$ cat src/rtl/exec_unit.sv
// Execute/write-back stage: single-cycle ALU ops plus iterative shift and multiply.
// Define EXEC_MUL_EN to build the shift-add multiplier; otherwise MUL retires without a write.
module exec_unit #(
    parameter int unsigned DATA_W = 8,
    parameter int unsigned ADDR_W = 2
) (
    input  logic              clk,
    input  logic              reset,
    input  logic              in_valid,
    output logic              in_ready,
    input  logic [2:0]        op,
    input  logic [ADDR_W-1:0] rd_addr,
    input  logic [DATA_W-1:0] a,
    input  logic [DATA_W-1:0] b,
    output logic [ADDR_W-1:0] wr_addr,
    output logic [DATA_W-1:0] wr_data,
    output logic              reg_wr_en,
    output logic              busy,
    output logic              flag_zero,
    output logic              flag_carry
);
    localparam logic [2:0] OP_ADD = 3'b000;
    localparam logic [2:0] OP_SUB = 3'b001;
    localparam logic [2:0] OP_AND = 3'b010;
    localparam logic [2:0] OP_OR  = 3'b011;
    localparam logic [2:0] OP_XOR = 3'b100;
    localparam logic [2:0] OP_SHL = 3'b101;
    localparam logic [2:0] OP_MUL = 3'b110;
    localparam logic [2:0] OP_MOV = 3'b111;
    localparam int unsigned CNT_W = ($clog2(DATA_W + 1) > 3) ? $clog2(DATA_W + 1) : 4;

    typedef enum logic [1:0] {StIdle, StIter, StWb} state_e;

    state_e              r_state;
    state_e              w_state_nxt;
    logic [CNT_W-1:0]    r_cnt;
    logic [DATA_W-1:0]   r_acc;
    logic [ADDR_W-1:0]   r_rd;
    logic                r_wb_en;
    logic [ADDR_W-1:0]   r_wr_addr;
    logic [DATA_W-1:0]   r_wr_data;
    logic                r_flag_zero;
    logic                r_flag_carry;

    logic                w_accept;
    logic                w_goes_iter;
    logic                w_wb_en_in;
    logic                w_last_iter;
    logic [DATA_W:0]     w_sum;
    logic [DATA_W:0]     w_diff;
    logic [DATA_W-1:0]   w_alu_res;
    logic                w_alu_cy;
    logic [DATA_W-1:0]   w_shl_nxt;
    logic                w_load;
    logic [DATA_W-1:0]   w_res;
    logic                w_cy;
    logic [ADDR_W-1:0]   w_load_addr;

`ifdef EXEC_MUL_EN
    logic                r_is_mul;
    logic [DATA_W-1:0]   r_b;
    logic [2*DATA_W-1:0] r_mcand;
    logic [2*DATA_W-1:0] r_prod;
    logic [2*DATA_W-1:0] w_prod_nxt;

    assign w_goes_iter = (op == OP_MUL) || ((op == OP_SHL) && (b[2:0] != 3'd0));
    assign w_wb_en_in  = 1'b1;
    assign w_prod_nxt  = r_b[0] ? (r_prod + r_mcand) : r_prod;
`else
    assign w_goes_iter = (op == OP_SHL) && (b[2:0] != 3'd0);
    // Without the multiplier, MUL still passes through WB but never writes.
    assign w_wb_en_in  = (op != OP_MUL);
`endif

    assign w_accept    = in_valid && (r_state == StIdle);
    assign w_last_iter = (r_state == StIter) && (r_cnt == CNT_W'(1));
    assign w_shl_nxt   = r_acc << 1;

    always_ff @(posedge clk or negedge reset) begin
        if (!reset) begin
            r_state <= StIdle;
        end else begin
            r_state <= w_state_nxt;
        end
    end

    always_comb begin
        w_state_nxt = r_state;
        unique case (r_state)
            StIdle: if (w_accept) w_state_nxt = w_goes_iter ? StIter : StWb;
            StIter: if (w_last_iter) w_state_nxt = StWb;
            StWb:   w_state_nxt = StIdle;
            default: w_state_nxt = StIdle;
        endcase
    end

    always_comb begin
        in_ready  = (r_state == StIdle);
        busy      = (r_state != StIdle);
        reg_wr_en = (r_state == StWb) && r_wb_en;
    end

    always_comb begin
        w_sum     = {1'b0, a} + {1'b0, b};
        w_diff    = {1'b0, a} - {1'b0, b};
        w_alu_res = '0;
        w_alu_cy  = 1'b0;
        unique case (op)
            OP_ADD: begin w_alu_res = w_sum[DATA_W-1:0];  w_alu_cy = w_sum[DATA_W];  end
            OP_SUB: begin w_alu_res = w_diff[DATA_W-1:0]; w_alu_cy = w_diff[DATA_W]; end
            OP_AND: w_alu_res = a & b;
            OP_OR:  w_alu_res = a | b;
            OP_XOR: w_alu_res = a ^ b;
            OP_SHL: w_alu_res = a;
            OP_MUL: w_alu_res = '0;
            OP_MOV: w_alu_res = b;
            default: w_alu_res = '0;
        endcase
    end

    // Output registers load on the edge that enters WB, from the ALU or the iterator.
    always_comb begin
        w_load      = 1'b0;
        w_res       = r_wr_data;
        w_cy        = r_flag_carry;
        w_load_addr = r_rd;
        if (w_accept && !w_goes_iter) begin
            w_load      = w_wb_en_in;
            w_res       = w_alu_res;
            w_cy        = w_alu_cy;
            w_load_addr = rd_addr;
        end else if (w_last_iter) begin
            w_load = 1'b1;
`ifdef EXEC_MUL_EN
            if (r_is_mul) begin
                w_res = w_prod_nxt[DATA_W-1:0];
                w_cy  = |w_prod_nxt[2*DATA_W-1:DATA_W];
            end else begin
                w_res = w_shl_nxt;
                w_cy  = r_acc[DATA_W-1];
            end
`else
            w_res = w_shl_nxt;
            w_cy  = r_acc[DATA_W-1];
`endif
        end
    end

    always_ff @(posedge clk or negedge reset) begin
        if (!reset) begin
            r_cnt        <= '0;
            r_acc        <= '0;
            r_rd         <= '0;
            r_wb_en      <= 1'b0;
            r_wr_addr    <= '0;
            r_wr_data    <= '0;
            r_flag_zero  <= 1'b0;
            r_flag_carry <= 1'b0;
`ifdef EXEC_MUL_EN
            r_is_mul     <= 1'b0;
            r_b          <= '0;
            r_mcand      <= '0;
            r_prod       <= '0;
`endif
        end else begin
            if (w_accept) begin
                r_acc   <= a;
                r_rd    <= rd_addr;
                r_wb_en <= w_wb_en_in;
`ifdef EXEC_MUL_EN
                r_cnt    <= (op == OP_MUL) ? CNT_W'(DATA_W) : CNT_W'(b[2:0]);
                r_is_mul <= (op == OP_MUL);
                r_b      <= b;
                r_mcand  <= {{DATA_W{1'b0}}, a};
                r_prod   <= '0;
`else
                r_cnt    <= CNT_W'(b[2:0]);
`endif
            end else if (r_state == StIter) begin
                r_cnt <= r_cnt - CNT_W'(1);
                r_acc <= w_shl_nxt;
`ifdef EXEC_MUL_EN
                r_prod  <= w_prod_nxt;
                r_mcand <= r_mcand << 1;
                r_b     <= r_b >> 1;
`endif
            end
            if (w_load) begin
                r_wr_addr    <= w_load_addr;
                r_wr_data    <= w_res;
                r_flag_zero  <= (w_res == '0);
                r_flag_carry <= w_cy;
            end
        end
    end

    assign wr_addr    = r_wr_addr;
    assign wr_data    = r_wr_data;
    assign flag_zero  = r_flag_zero;
    assign flag_carry = r_flag_carry;

endmodule

$ cat config.mk
export PLATFORM = sky130hd
export DESIGN_NAME = exec_unit
export DESIGN_NICKNAME = d
export VERILOG_FILES = /design/src/rtl/exec_unit.sv
export SDC_FILE = /design/constraint.sdc
export NUM_CORES = 1
export LEC_CHECK = 0
export BUFFER_PORTS_ARGS = -buffer_cell sky130_fd_sc_hd__buf_2
export CORE_ASPECT_RATIO = 1.25
export CORE_MARGIN = 1
export CORE_UTILIZATION = 45
export CTS_CLUSTER_SIZE = 10
export DETAILED_ROUTE_END_ITERATION = 8
export HOLD_SLACK_MARGIN = 0.1
export PLACE_DENSITY = 0.68
export SKIP_LAST_GASP = 1
export SLEW_MARGIN = 5
export SYNTH_ARGS = -nofsm -noshare
export SYNTH_HDL_FRONTEND = slang
export SYNTH_SLANG_ARGS = --single-unit
$ cat constraint.sdc
create_clock -name clk -period 4.4 [get_ports clk]
set_clock_uncertainty 0.1 [all_clocks]
set_input_delay 0.88 -clock clk [delete_from_list [all_inputs] [get_ports clk]]
set_output_delay 0.88 -clock clk [all_outputs]
set_load 0.005 [all_outputs]
==> parameters.txt, run 1 <==
Parameter                              Value

Global route
  Number of antenna violations at the first check in global routing    0
  Via count of the first global-routing pass    2497
  Largest net degree at the start of global routing    34
  Global-route wire length before repair    11.69 mm
  Overall global routing resource usage    0.2381
  Overflow after GRT    0

Pwr
  Leakage power total    1.490 nW
  Sequential power share    0.388
  Cell Int Power    0.6962 mW
  Sw Pwr    0.4557 mW
  Peak ir drop on the vdd network    0.0003490 V
  Part of the total power dissipated in the clock network    0.178
  Total power draw    1.152 mW
  Power density over cell area    386.3 nW/µm²
  Net switching fraction of the power    0.3956
  Combinational power share    0.433

STA
  Setup TNS    0 ns
  Total setup violations reported at the end of the flow    0
  Final Slew Violations    0
  Final count of hold timing violations    0
  Measured slew at the worst slew-check pin    0.7097 ns
  RSZ-0062 raised after global routing    no
  Final worst path period share    0.7074
  Slack of the critical path    1.287 ns
  Timing-limited maximum frequency    321.3 MHz
  Minimum clock period    3.113 ns
  Worst rel slew slack    0.5251

Finish
  Nets    418
  Sequential Area    725.7 µm²
  Area taken by multi-input logic gates    1768 µm²
  Antenna diode instance count    0
  Fraction of layout instances using a drive strength above 1    0.1526
  Area growth from synthesis to layout    10.38%
  Final standard cell area without fillers    2982 µm²
  Fill cell count    571

Drt
  Residual antenna-violating net count after detailed routing    0
  Routed length on met3    413 µm
  Via count    2563
  First-pass iteration count of the detailed router    7
  Vias per inst    5.919
  Wl on met1    2.923 mm
  DRT iter0 DRCs    218
  Post-detailed-route wirelength per cell    16.24 µm
  Topmost layer with routed signal wires    met4
  Total DRC errors in the routed layout    2
  Final wirelength    7.032 mm
  Met2 wire length    3.487 mm

Clock tree
  Htree depth    2
  Clock root buffer master    sky130_fd_sc_hd__clkbuf_8
  Hold bufs inserted after CTS    0
  Latest clock arrival within the worst-skew pair    0.28 ns
  Clock input transition at the sequential cells of the worst setup and hold paths    0.06 ns
  Count of instances resized after the clock tree is built    0
  Post CTS Setup Buffer Count    0
  Maximum clock insertion buffer count    2
  CTS buffer count    5
  Clock sink count    29
  Clock tree from TritonCTS    built

Place
  Final weighted congestion in routability-driven placement    0.8772
  Placed wire-length estimate    5.377 mm
  Number of buffers added on ports    38
  Minimum setup slack after placement    1.048 ns
  Post-place instance area    2902 µm²

Floorplanning
  Effective utilization at floorplan    0.4674
  Row Count    31
  Overall die area    6319 µm²
  X dimension of the die    71.30 µm
  I/O pins    39
  Core Box Area    5779 µm²
  DIE HEIGHT    88.63 µm

Worst hold path
  Hold path depth    2
  Class of the worst hold path    reg -> reg

Critical path
  Data required time at the worst endpoint    4.52 ns
  Reg-to-reg critical path startpoint    r_state[0]$_DFFE_PN0P_
  Cell mode on critical path    sky130_fd_sc_hd__o31ai_1
  Setup crit start kind    input pin
  WP buf/inv    2
  Length in cells of the worst reg-to-reg path    8
  Flop2flop setup slack    1.95 ns
  Cell type group with the largest total delay on the critical path    compound AO/OA/AOI/OAI gates
  Stages on the worst setup path    11
  Worst-path maximum fanout    8
  CP max stage delay    0.42 ns
  Critical path, cell by cell    buf_2 -> inv_1 -> ha_1 -> nor2b_1 -> o31ai_1 -> o2bb2ai_1 -> a21boi_1 -> o31ai_1 -> a31oi_1 -> nor4b_1 -> a32o_2
  Endpoint arrival time on the critical path    3.23 ns
  Worst Path Class, Setup    in -> reg
  Master of the slowest instance on the critical path    sky130_fd_sc_hd__ha_1
  Kind of end point of the critical path    register
  Worst setup endpoint    flag_zero$_DFFE_PN0P_
  Crit path from    a[2]
  Critical register-to-register path endpoint    flag_carry$_DFFE_PN0P_

Logic synthesis
  Most used flip-flop cell after synthesis    sky130_fd_sc_hd__dfrtp_1
  Per-instance average area after synthesis    8.040 µm²
  Mapped Nets    388
  Async set-reset flop share out of synthesis    1.000
  Number of warning messages in the yosys log    0
  Synthesized cell area    2701 µm²
  Syn Inst Count    336
  Count of unique library cells instantiated by Yosys    59
  Portion of the post-synthesis area used by sequential elements    0.2686
  Number of flops mapped to enable cells by yosys    0
  Synth Register Bits    29

Job
  Max_cap viols    0

Status
  Violations in the final reports    DRC
  Outcome    finished with violations
[worst register-to-register path, stage by stage, from the launching register on]
cell and delay [ns]:
sky130_fd_sc_hd__dfrtp_1 0.42, sky130_fd_sc_hd__nor2_2 0.15, sky130_fd_sc_hd__and2_1 0.18, sky130_fd_sc_hd__buf_4 0.23
sky130_fd_sc_hd__and2_1 0.42, sky130_fd_sc_hd__nand2_1 0.17, sky130_fd_sc_hd__and2_1 0.34, sky130_fd_sc_hd__a21oi_1 0.21
sky130_fd_sc_hd__o21ai_0 0.11
[sequential cells by signal, indices dropped and copies added, names as in the netlist]
signal	flops
wr_data	8
flag_zero	1
r_wb_en	1
r_cnt	4
r_state	2
flag_carry	1
r_acc	8
r_rd	2
wr_addr	2
[power groups by stage]
stage / Clock, mW / Combinational [mW] / Sequential [mW]
after global placement: 0 / 0.490 / 0.450
after detailed placement: 0 / 0.494 / 0.451
after floorplan: 0 / 0.329 / 0.437
final: 0.205 / 0.499 / 0.447
after CTS: 0.209 / 0.499 / 0.447
after global routing: 0.222 / 0.567 / 0.463
[layout by cell type, fill, tap and decap left out, types with 4 or more instances in the layout]
cell,synthesis,routed
sky130_fd_sc_hd__nor3_1,6,6
sky130_fd_sc_hd__clkbuf_8,0,5
sky130_fd_sc_hd__buf_2,7,38
sky130_fd_sc_hd__nor2_1,24,24
sky130_fd_sc_hd__o22ai_1,6,6
sky130_fd_sc_hd__o211ai_1,4,4
sky130_fd_sc_hd__a22oi_1,10,10
sky130_fd_sc_hd__mux2i_1,11,11
sky130_fd_sc_hd__nand2_1,47,47
sky130_fd_sc_hd__nand2b_1,9,9
sky130_fd_sc_hd__a21oi_1,16,16
sky130_fd_sc_hd__dfrtp_1,29,29
sky130_fd_sc_hd__xnor2_1,4,4
sky130_fd_sc_hd__nand3_1,10,10
sky130_fd_sc_hd__inv_1,28,28
sky130_fd_sc_hd__o31ai_1,6,6
sky130_fd_sc_hd__ha_1,26,26
sky130_fd_sc_hd__o21ai_0,18,18
[stage by stage]
step	cells	hold slack (ns)	util
floorplan	336	0.3377	-
finish	433	0.3820	0.5159
global placement	425	0.3599	0.5021
global route	433	0.4136	0.5159
CTS	433	0.3833	0.5159
detailed placement	425	0.3675	0.5021
[kinds of logic (layout without fill, tap and decap cells)]
| group | count (synthesis) | after routing | synth area share |
|---|---|---|---|
| AOI/OAI and AO/OA | 97 | 97 | 0.2497 |
| and+or+nand+nor | 114 | 114 | 0.1969 |
| xor gates and xnor gates | 6 | 6 | 0.01945 |
| muxes | 14 | 14 | 0.05327 |
| adders and majority gates | 28 | 28 | 0.1352 |
| buffers and inverters | 48 | 79 | 0.07689 |
| DFF | 29 | 29 | 0.2686 |
[synth_stat cells (9+ instances only)]
| library cell | number | area share |
|---|---|---|
| sky130_fd_sc_hd__ha_1 | 26 | 0.12 |
| sky130_fd_sc_hd__nand2b_1 | 9 | 0.021 |
| sky130_fd_sc_hd__dfrtp_1 | 29 | 0.27 |
| sky130_fd_sc_hd__nand2_1 | 47 | 0.065 |
| sky130_fd_sc_hd__a21oi_1 | 16 | 0.030 |
| sky130_fd_sc_hd__o21ai_0 | 18 | 0.033 |
| sky130_fd_sc_hd__mux2i_1 | 11 | 0.041 |
| sky130_fd_sc_hd__nor2_1 | 24 | 0.033 |
| sky130_fd_sc_hd__inv_1 | 28 | 0.039 |
| sky130_fd_sc_hd__nand3_1 | 10 | 0.019 |
| sky130_fd_sc_hd__a22oi_1 | 10 | 0.028 |
[layout make-up]
cell class | count | share of cell area
well taps | 66 | 0.02770
flip-flops and latches | 29 | 0.2434
multi-input cells | 259 | 0.5930
clock buffers | 8 | 0.02686
repair buffers | 41 | 0.07134
inverters | 30 | 0.03777
[how the worst min path moves through the flow]
stage                                    start              endpoint
after floorplan           r_acc[7]$_DFFE_PN0P_  r_acc[7]$_DFFE_PN0P_
after global placement     r_rd[0]$_DFFE_PN0P_   r_rd[0]$_DFFE_PN0P_
after detailed placement   r_rd[1]$_DFFE_PN0P_   r_rd[1]$_DFFE_PN0P_
after CTS                  r_rd[1]$_DFFE_PN0P_   r_rd[1]$_DFFE_PN0P_
after global routing       r_rd[0]$_DFFE_PN0P_   r_rd[0]$_DFFE_PN0P_
final                      r_rd[0]$_DFFE_PN0P_   r_rd[0]$_DFFE_PN0P_
[metal layers]
layer  up-vias  global-route usage
li1       1254                   -
met1      1198              0.2908
met2        91              0.4190
met3        20             0.03531
met4         0              0.1018
met5         -                   0
No activity file was read; power rests on OpenSTA's default activity.
==> run 2: changes to the inputs <==
ABC_AREA = 1   (was unset)
PLACE_DENSITY = 0.7   (was 0.68)
clock period = 2.53 ns   (was 4.4 ns; I/O delays follow)
==> run 2 against run 1 <==
Net effect: the flow now finishes without violations; combinational power grew 86%; final cell count grew 32%; synthesized area grew 7.3%; clock power grew 76%; largest cell class unchanged; highest routed layer unchanged.
==> parameters.txt, run 2 <==
Parameter                              Value

Logic synthesis
  Fraction of synthesized cell area in xor and xnor cells    0.006042 (-0.01341)
  Compound-cell area share of the yosys netlist    0.1114 (-0.1383)
  Proportion of netlist area held by the largest area contributor    0.2503 (-0.01832)
  Mapped Nets    496 (+28%)
  Syn Inst Count    444 (+32%)
  Top cell types by occurrence after synthesis    sky130_fd_sc_hd__nand2_1 (138), sky130_fd_sc_hd__inv_1 (71), sky130_fd_sc_hd__nand3_1 (42), sky130_fd_sc_hd__nor2_1 (35), sky130_fd_sc_hd__dfrtp_1 (29)
  Number of warning messages in the yosys log    0 (unchanged)
  Synthesized cell area    2899 µm² (+7.3%)
  Synthesized-area fraction occupied by and/or/nand/nor cells    0.3694 (+0.1726)
  Portion of the post-synthesis area used by sequential elements    0.2503 (-0.01832)
  Mux share of post-synthesis cell area    0.003884 (-0.04938)
  Most frequent cell after synthesis    sky130_fd_sc_hd__nand2_1
  Synth Register Bits    29 (unchanged)
  Most used flip-flop cell after synthesis    sky130_fd_sc_hd__dfrtp_1
  Main combinational cell family by area after synthesis    simple AND/OR/NAND/NOR gates
  Async set-reset flop share out of synthesis    1.000 (unchanged)
  Per-instance average area after synthesis    6.529 µm² (-19%)
  Cell type with the highest aggregate area in the netlist    sky130_fd_sc_hd__dfrtp_1
  Number of flops mapped to enable cells by yosys    0 (unchanged)
  Count of unique library cells instantiated by Yosys    35 (-41%)
  Adder and majority cell fraction of the synthesized area    0.1260 (-0.009223)
  Ranking of synthesized cells by area    sky130_fd_sc_hd__dfrtp_1 (25%), sky130_fd_sc_hd__nand2_1 (18%), sky130_fd_sc_hd__ha_1 (11%)

Floorplanning
  DIE HEIGHT    91.74 µm (+3.5%)
  Overall die area    6769 µm² (+7.1%)
  Row Count    32 (+3.2%)
  Effective utilization at floorplan    0.4671 (about the same)
  I/O pins    39 (unchanged)
  X dimension of the die    73.79 µm (+3.5%)
  Core Box Area    6206 µm² (+7.4%)

STA
  Minimum clock period    2.256 ns
  Timing-limited maximum frequency    443.3 MHz
  Measured slew at the worst slew-check pin    0.6313 ns (-0.07837 ns)
  Slack of the critical path    0.2740 ns (-1.013 ns)
  Final Slew Violations    0 (unchanged)
  RSZ-0062 raised after global routing    no
  Hold WS    0.1436 ns (-0.2384 ns)
  Total setup violations reported at the end of the flow    0 (unchanged)
  Setup TNS    0 ns (unchanged)
  Worst rel slew slack    0.5791 (+0.05399)
  Final worst path period share    0.8917
  Final count of hold timing violations    0 (unchanged)

Drt
  Vias per inst    5.134 (-13%)
  Final wirelength    7.731 mm (+9.9%)
  Total DRC errors in the routed layout    0 (-2)
  Post-detailed-route wirelength per cell    13.49 µm (-17%)
  Via count    2942 (+15%)
  Residual antenna-violating net count after detailed routing    0 (unchanged)
  DRT iter0 DRCs    230 (+5.5%)
  First-pass iteration count of the detailed router    5 (-2)

Global route
  Global-route wire length before repair    13.34 mm (+14%)
  Via count of the first global-routing pass    2852 (+14%)
  Number of antenna violations at the first check in global routing    0 (unchanged)
  Overflow after GRT    0 (unchanged)
  Largest net degree at the start of global routing    30 (-12%)
  Overall global routing resource usage    0.2523 (+0.01424)

Clock tree
  Htree depth    2 (unchanged)
  Hold bufs inserted after CTS    0 (unchanged)
  Count of instances resized after the clock tree is built    0 (unchanged)
  Latest clock arrival within the worst-skew pair    0.28 ns (about the same)
  Clock root buffer master    sky130_fd_sc_hd__clkbuf_8
  CTS buffer count    5 (unchanged)
  Maximum clock insertion buffer count    2 (unchanged)
  Clock sink count    29 (unchanged)
  Clock tree from TritonCTS    built
  Post CTS Setup Buffer Count    0 (unchanged)
  Clock input transition at the sequential cells of the worst setup and hold paths    0.06 ns (about the same)

Critical path
  Data required time at the worst endpoint    2.65 ns (-1.87 ns)
  Setup crit start kind    input pin
  Kind of end point of the critical path    register
  Endpoint arrival time on the critical path    2.38 ns (-0.85 ns)
  WP buf/inv    4 (+2)
  Master of the slowest instance on the critical path    sky130_fd_sc_hd__fa_1
  Critical path, cell by cell    buf_2 -> ha_1 -> inv_1 -> fa_1 -> inv_1 -> nand3_1 -> nand3_1 -> nand3_1 -> nand2_1 -> inv_1 -> a21oi_1 -> nand3_1 -> nor2_1 -> nand3_1 -> nand2_1
  Cell mode on critical path    sky130_fd_sc_hd__nand3_1
  Worst Path Class, Setup    in -> reg
  Worst-path maximum fanout    5 (-3)
  Cell type group with the largest total delay on the critical path    simple AND/OR/NAND/NOR gates
  CP max stage delay    0.39 ns (-0.03 ns)

Finish
  Nets    539 (+29%)
  Antenna diode instance count    0 (unchanged)
  Leading cell types in the layout, fill and taps excluded    sky130_fd_sc_hd__nand2_1 (138), sky130_fd_sc_hd__inv_1 (71), sky130_fd_sc_hd__nand3_1 (42)
  Final standard cell area without fillers    3263 µm² (+9.4%)
  Commonest non-fill, non-tap cell in the layout    sky130_fd_sc_hd__nand2_1
  Fraction of layout instances using a drive strength above 1    0.1537 (+0.001100)
  Share of the core filled with cells in the final layout    0.5258 (+0.009893)
  Area growth from synthesis to layout    12.56%
  Count of placed standard cells in the final layout, fillers left out    573 (+32%)

Pwr
  Peak ir drop on the vdd network    0.0002434 V (-30%)
  Leakage power total    1.837 nW (+23%)
  Power density over cell area    627.3 nW/µm² (+62%)
  Total power draw    2.047 mW (+78%)

Place
  Final weighted congestion in routability-driven placement    1.005 (+15%)
  Number of buffers added on ports    38 (unchanged)
  Post-place instance area    3183 µm² (+9.7%)
  Placed wire-length estimate    6.240 mm (+16%)
  Minimum setup slack after placement    0.01817 ns (-1.030 ns)
  Cell Count Post-Placement    565 (+33%)

Status
  Outcome    finished clean

Job
  Max_cap viols    0 (unchanged)

Worst hold path
  Class of the worst hold path    in -> async
[run 2: cells by family (layout without fill, tap and decap cells)]
family,after synthesis,count (layout)
AND/OR/NAND/NOR,243,243
buffers and inverters,90,134
AO/OA/AOI/OAI,51,51
flip-flops,29,29
adder cells (fa/ha/maj),28,28
XOR/XNOR,2,2
multiplexers,1,1
[run 2: final cells by class]
cell class,count,area (µm²)
Clock buffer,8,80.08
Fill cell,639,2943
Inverter,78,297.8
Multi-Input combinational cell,325,1788
Sequential cell,29,725.7
Tap cell,85,106.4
Timing Repair Buffer,48,265.3
[run 2: routing by layer]
| metal | vias to the layer above | share of wire | track usage | routed length, µm |
|---|---|---|---|---|
| li1 | 1501 | - | - | - |
| met1 | 1335 | 0.43 | 0.3159 | 3341 |
| met2 | 89 | 0.49 | 0.4343 | 3820 |
| met3 | 17 | 0.046 | 0.02637 | 357 |
| met4 | 0 | 0.027 | 0.09936 | 212 |
| met5 | - | 0 | 0 | 0 |
[run 2: worst paths after layout]
kind,startpoint,to,slack [ns],cells after the start
worst max register to register,r_state[1]$_DFFE_PN0P_,wr_data[4]$_DFFE_PN0P_,0.43,10
worst max-delay path,b[0],flag_zero$_DFFE_PN0P_,0.27,15
worst min register to register,flag_zero$_DFFE_PN0P_,flag_zero$_DFFE_PN0P_,0.37,2
worst min-delay path,reset,r_cnt[2]$_DFFE_PN0P_,0.14,1
min in group clk,rd_addr[0],r_rd[0]$_DFFE_PN0P_,0.34,3
max in group asynchronous,reset,wr_data[5]$_DFFE_PN0P_,1.78,1
[run 2: report_power, final]
part	leakage (nW)	internal (mW)	switching [mW]
Combinational	1.44	0.362	0.564
Sequential	0.360	0.647	0.113
Clock	0.0395	0.195	0.166
[run 2: worst register-to-register path, stage by stage, from the launching register on]
cell and delay (ns):
sky130_fd_sc_hd__dfrtp_1 0.42, sky130_fd_sc_hd__nor2_2 0.21, sky130_fd_sc_hd__nand2_4 0.17, sky130_fd_sc_hd__clkinv_4 0.15
sky130_fd_sc_hd__nand2_4 0.12, sky130_fd_sc_hd__nor2_1 0.21, sky130_fd_sc_hd__inv_1 0.08, sky130_fd_sc_hd__nand2_2 0.22
sky130_fd_sc_hd__inv_2 0.15, sky130_fd_sc_hd__nand2_1 0.08, sky130_fd_sc_hd__o21ai_0 0.07
